`src/rtl/ram_stream_pkg.sv`:
```
// Shared types and default sizes for the RAM stream reader and its output buffer.
package ram_stream_pkg;

  localparam int DEF_DATA_W     = 16;
  localparam int DEF_ADDR_W     = 16;
  localparam int DEF_FIFO_DEPTH = 4;
  localparam int DEF_CNT_W      = $clog2(DEF_FIFO_DEPTH) + 1;

  typedef enum logic [1:0] {
    IDLE  = 2'd0,
    RUN   = 2'd1,
    DRAIN = 2'd2
  } state_e;

endpackage

```
`src/rtl/sync_fifo.sv`:
```
// Small synchronous FIFO with a first-word-fall-through head; pointers wrap naturally
// because DEPTH is a power of two.
module sync_fifo #(
  parameter int DATA_W = 16,
  parameter int DEPTH  = 4,
  parameter int CNT_W  = $clog2(DEPTH) + 1
) (
  input  logic              clk,
  input  logic              rst,
  input  logic              push,
  input  logic [DATA_W-1:0] din,
  input  logic              pop,
  output logic [DATA_W-1:0] dout,
  output logic [CNT_W-1:0]  count,
  output logic              empty,
  output logic              full
);

  localparam int PTR_W = $clog2(DEPTH);

  logic [DATA_W-1:0] mem [DEPTH];
  logic [PTR_W-1:0]  wr_ptr_q, wr_ptr_d;
  logic [PTR_W-1:0]  rd_ptr_q, rd_ptr_d;
  logic [CNT_W-1:0]  count_q, count_d;
  logic              do_pop;

  assign empty  = (count_q == '0);
  assign full   = (count_q == CNT_W'(DEPTH));
  assign count  = count_q;
  assign dout   = mem[rd_ptr_q];
  assign do_pop = pop && !empty;

  always_comb begin
    wr_ptr_d = wr_ptr_q + PTR_W'(push);
    rd_ptr_d = rd_ptr_q + PTR_W'(do_pop);
    count_d  = count_q + CNT_W'(push) - CNT_W'(do_pop);
  end

  always_ff @(posedge clk or posedge rst) begin
    if (rst) begin
      wr_ptr_q <= '0;
      rd_ptr_q <= '0;
      count_q  <= '0;
    end else begin
      wr_ptr_q <= wr_ptr_d;
      rd_ptr_q <= rd_ptr_d;
      count_q  <= count_d;
    end
  end

  // Storage carries data only, so it is left out of reset.
  always_ff @(posedge clk) begin
    if (push) mem[wr_ptr_q] <= din;
  end

endmodule

```
`src/rtl/ram_stream_reader.sv`:
```
// Sequential RAM read master: issues addresses, absorbs the one-cycle RAM latency and
// streams the words out through a credit-protected FIFO with a last flag.
module ram_stream_reader
  import ram_stream_pkg::*;
#(
  parameter int DATA_W     = DEF_DATA_W,
  parameter int ADDR_W     = DEF_ADDR_W,
  parameter int FIFO_DEPTH = DEF_FIFO_DEPTH
) (
  input  logic              clk,
  input  logic              rst,
  input  logic              start,
  input  logic [ADDR_W-1:0] base_addr,
  input  logic [ADDR_W-1:0] length,
  output logic [ADDR_W-1:0] ram_addr,
  input  logic [DATA_W-1:0] ram_q,
  output logic              m_valid,
  input  logic              m_ready,
  output logic [DATA_W-1:0] m_data,
  output logic              m_last,
  output logic              busy,
  output logic              done
);

  localparam int CNT_W = $clog2(FIFO_DEPTH) + 1;

  state_e            state_q, state_d;
  logic [ADDR_W-1:0] ram_addr_q, ram_addr_d;
  logic [ADDR_W-1:0] issue_cnt_q, issue_cnt_d;
  logic [ADDR_W-1:0] beat_cnt_q, beat_cnt_d;
  logic              inflight_q, inflight_d;
  logic              done_q, done_d;
  logic              issue, pop;
  logic [CNT_W-1:0]  fifo_count;
  logic              fifo_empty, fifo_full;
  logic [CNT_W:0]    credit_used;

  assign m_valid  = !fifo_empty;
  assign pop      = m_valid && m_ready;
  assign m_last   = m_valid && (beat_cnt_q == ADDR_W'(1));
  assign busy     = (state_q != IDLE);
  assign done     = done_q;
  assign ram_addr = ram_addr_q;

  // Words already buffered plus the one still inside the RAM; a same-cycle pop is ignored.
  assign credit_used = {1'b0, fifo_count} + {{CNT_W{1'b0}}, inflight_q};

  always_comb begin
    state_d     = state_q;
    ram_addr_d  = ram_addr_q;
    issue_cnt_d = issue_cnt_q;
    beat_cnt_d  = beat_cnt_q;
    done_d      = 1'b0;
    issue       = 1'b0;
    if (pop) beat_cnt_d = beat_cnt_q - 1'b1;
    case (state_q)
      IDLE: begin
        if (start) begin
          if (length != '0) begin
            state_d     = RUN;
            ram_addr_d  = base_addr;
            issue_cnt_d = length;
            beat_cnt_d  = length;
          end else begin
            done_d = 1'b1;
          end
        end
      end
      RUN: begin
        if ((issue_cnt_q != '0) && (credit_used < (CNT_W+1)'(FIFO_DEPTH))) begin
          issue       = 1'b1;
          ram_addr_d  = ram_addr_q + 1'b1;
          issue_cnt_d = issue_cnt_q - 1'b1;
          if (issue_cnt_q == ADDR_W'(1)) state_d = DRAIN;
        end
      end
      DRAIN: begin
        if (pop && m_last) begin
          state_d = IDLE;
          done_d  = 1'b1;
        end
      end
      default: state_d = IDLE;
    endcase
    inflight_d = issue;
  end

  always_ff @(posedge clk or posedge rst) begin
    if (rst) begin
      state_q     <= IDLE;
      ram_addr_q  <= '0;
      issue_cnt_q <= '0;
      beat_cnt_q  <= '0;
      inflight_q  <= 1'b0;
      done_q      <= 1'b0;
    end else begin
      state_q     <= state_d;
      ram_addr_q  <= ram_addr_d;
      issue_cnt_q <= issue_cnt_d;
      beat_cnt_q  <= beat_cnt_d;
      inflight_q  <= inflight_d;
      done_q      <= done_d;
    end
  end

  // The word registered by the RAM last cycle is on ram_q now and is pushed this edge.
  sync_fifo #(
    .DATA_W (DATA_W),
    .DEPTH  (FIFO_DEPTH),
    .CNT_W  (CNT_W)
  ) u_fifo (
    .clk   (clk),
    .rst   (rst),
    .push  (inflight_q),
    .din   (ram_q),
    .pop   (pop),
    .dout  (m_data),
    .count (fifo_count),
    .empty (fifo_empty),
    .full  (fifo_full)
  );

  always_ff @(posedge clk) begin
    if (!rst) begin
      assert (!(inflight_q && fifo_full))
        else $error("ram_stream_reader: push into full output FIFO");
    end
  end

endmodule

```
`config.mk`:
```
export PLATFORM = sky130hd
export DESIGN_NAME = ram_stream_reader
export DESIGN_NICKNAME = d
export VERILOG_FILES = /design/src/rtl/ram_stream_pkg.sv /design/src/rtl/sync_fifo.sv /design/src/rtl/ram_stream_reader.sv
export SDC_FILE = /design/constraint.sdc
export NUM_CORES = 1
export LEC_CHECK = 0
export CORE_MARGIN = 5
export CORE_UTILIZATION = 36
export CTS_BUF_LIST = sky130_fd_sc_hd__clkbuf_2
export DETAILED_ROUTE_END_ITERATION = 6
export GPL_ROUTABILITY_DRIVEN = 0
export MAX_ROUTING_LAYER = met4
export SYNTH_ARGS = -nofsm -noshare
export SYNTH_HDL_FRONTEND = slang
export SYNTH_SLANG_ARGS = --single-unit
```
`constraint.sdc`:
```
create_clock -name clk -period 2.3 [get_ports clk]
set_input_delay 0.23 -clock clk [delete_from_list [all_inputs] [get_ports clk]]
set_output_delay 0.23 -clock clk [all_outputs]
set_load 0.02 [all_outputs]
```
==> results.md <==
* Lkg Pwr at 0.00306 uW
* DRC violations left at 0
* Syn. warnings at 0
* Setup WS post-layout at -0.269 ns
* Synthesis-stage register bit count at 123
* Setup Viol. Count Final at 1
* Max cap viols at 0
* Filler cells at 1424
* Fin. max-slew vios at 0
* Max Clock Skew at 0.0201 ns
* Post-Synth Adder-Cell Area at 0.0269
* Post-synthesis async set-or-reset flop share at 0.480
* CTS max path bufs at 2
* Yosys top cell area share at 0.328
* Max Fanout on Critical Path at 2
* Clk_lat worst skew at 0.68 ns
* ANT cells at 0
* Initial Util at 0.368
* IO Pins at 88
* CTS sink cnt at 123
* HP Class: input port to flip-flop
* Total GRT Usage at 0.167
* Pwr Total at 9270 uW
* Seq/Total Area, Yosys at 0.580
* GRT overflow at 0
* Placed cell area at 0.00741 sq mm
* Final Instance Count excl. Fillers at 859
* Yosys cell types at 67
* Aggregate routed wire length at 15100 microns
* Slowest cell on crit path: or4_4
* Simple-Gate Fraction of Synth Area at 0.144
* Die Height at 138 microns
* Cell Area, Synth at 0.00586 sq mm
* Cell Rows at 46
* CTS buffer count at 17
* Largest net degree at the start of global routing at 60
* Die width at 138 microns
* Synth Net Count at 533
* Number of I/O port buffers at 87
* CP endpoint kind: output pin
* Final #Nets at 694
* Area delta synth->final at 36.6%
* Share of layout cells above drive strength 1 at 0.291
* Post-synth EDFFs at 64
* F_max at 389 MHz
* Core ar. at 0.0159 sq mm
* Wire length per cell at 17.6 microns
* Cell area after layout at 0.00801 sq mm
* Top post-synthesis cells by area: edfxtp_1 (33%), dfrtp_1 (25%), mux4_2 (6.1%)
* Final Hold Viols at 0
* CTS clock-pin slew for the worst setup and hold paths at 0.21 ns
* Largest family of logic cells by synthesized area: simple AND/OR/NAND/NOR gates
* CTS tree: yes
* Worst-margin pin slew at 0.493 ns
* Setup Slack @ Placement at -0.125 ns
* Vias in the first global route at 4578
* DP HPWL at 10200 microns
* Peak supply drop at 0.000492 V
* Cells after Synth at 469
* Critical path, cell by cell: or3_4 -> or4_4 -> nor3b_2 -> buf_4
* Mapped Avg Cell Area at 12.5 sq um
* Vias/cell at 5.24
* Failing checks: negative setup slack
* Vias at 4503
* RSZ-0062 raised after global routing: true
* Relative slew slack at 0.669
* Dominant synthesized flop cell: edfxtp_1
* CP required at 2.07 ns
* Fin util at 0.502
* Mux cell area share after synthesis at 0.0671
* Pre-antenna DRT Iters at 4
* WS Path Type: flip-flop to output pin
* Count leader, synth: edfxtp_1
* Status: finished with violations
* Critical path startpoint category: flip-flop
* Arrival @ worst endpoint at 2.34 ns
* Die area at 0.0189 sq mm
* Top cells by count, synth: edfxtp_1 (64), dfrtp_1 (59), nor2_1 (48), a21oi_1 (26), nand2_1 (20)
* Root Driver: clkbuf_2
* Cell accounting for the most synthesized area: edfxtp_1
* Initial antenna violation count at 0
* Clock H-tree levels at 4
* CP peak stage delay at 0.51 ns
* Pwr dens at 1160 mW/mm^2
* Detail Route Antenna Nets at 0
* Post-Synth XOR/XNOR Area at 0.0254
* First-pass GRT wire length at 23600 microns
* Compound-gate portion of the synthesized area at 0.127
* Final period util at 1.12
* Post-route minimum period at 2.57 ns
* Initial DRC Count at 198
* Placed Cells incl. Taps at 808
-- where the power goes --
group | leakage, uW | switching, uW | internal (uW)
combinational | 0.00163 | 2130 | 2260
clock | 0.000145 | 898 | 521
sequential | 0.00129 | 449 | 3010
-- registers in the layout, summed over array words and instances (netlist names) --
signal and flops:
beat_cnt_q 16, done 1, issue_cnt_q 16, u_fifo.wr_ptr_q 2
u_fifo.mem 64, u_fifo.count 3, inflight_q 1, state_q 2
u_fifo.rd_ptr_q 2, ram_addr 16
-- metal layers --
metal | global-route usage | wire (microns) | vias up
met3 | 0.0373 | 785 | 13
met5 | - | 0 | -
met2 | 0.273 | 7680 | 123
met1 | 0.209 | 6510 | 2232
met4 | 0.0504 | 167 | 0
li1 | - | - | 2135
-- final timing paths --
path	start	to	slack (ns)	cells after the start
worst max-delay path	beat_cnt_q[11]$_DFF_PP0_	m_last	-0.27	4
worst min-delay path	base_addr[11]	ram_addr[11]$_DFFE_PP0P_	0.14	3
worst max register to register	issue_cnt_q[1]$_DFFE_PP0P_	ram_addr[12]$_DFFE_PP0P_	0	8
worst min register to register	u_fifo.rd_ptr_q[1]$_DFF_PP0_	u_fifo.rd_ptr_q[1]$_DFF_PP0_	0.49	1
max in group asynchronous	rst	issue_cnt_q[13]$_DFFE_PP0P_	1.57	4
min in group asynchronous	rst	u_fifo.count[1]$_DFF_PP0_	0.45	4
-- stage by stage --
step / hold slack (ns) / setup TNS, ns
floorplan: 0.329 / 0
global placement: 0.455 / -0.139
detailed placement: 0.458 / -0.151
CTS: 0.0547 / -1.98
global route: 0.0481 / -2.41
finish: 0.140 / -0.269
-- layout by cell type, fill, tap and decap left out, types with 4 or more instances in the layout --
cell type and instances:
inv_6 8, or2_2 5, o32a_1 4, o221a_1 4, edfxtp_1 64, o22a_1 10, nor4_1 12, nand4_1 4
a41oi_1 4, nor3_1 17, xnor2_1 13, clkbuf_2 17, o211ai_1 4, a31oi_1 9, dfrtp_1 56, mux4_2 16
a21oi_1 26, inv_1 10, and3_1 8, nand3_1 11, buf_12 6, nand2_1 20, xor2_1 4, buf_4 60
clkdlybuf4s50_1 68, o21ai_0 11, nor2_1 48, a22oi_1 5, buf_6 27, ha_1 9
-- kinds of logic (layout without fill, tap and decap cells) --
logic type	count (synthesis)	in the layout
flip-flops	123	123
adder cells (fa/ha/maj)	12	12
multiplexers	19	19
XOR/XNOR	17	17
AO/OA/AOI/OAI	102	102
AND/OR/NAND/NOR	156	157
buffers and inverters	40	213
-- repair_timing --
action	CTS	global route
setup buffers	14	4
cloned	1	1
pin swaps	3	13
setup endpoints to repair	19	37
hold endpoints to repair	59	0
gates resized for setup	99	48
hold buffers	1	0
-- area by class of cell --
cell class,count,area (sq um),share of cell area
sequential,123,3400,0.425
multi-input combinational,307,2410,0.301
timing repair buffer,166,1620,0.202
tap,216,270,0.0338
clock inverter,15,163,0.0203
clock buffer,17,85.1,0.0106
inverter,15,62.6,0.00781
-- worst max-delay path: cells and delay by family (launching register included) --
family        cells  cell delay, ns
buf+inv           1            0.16
flops             1            0.43
simple gates      3            1.06
(Power assumes the default switching activity.)
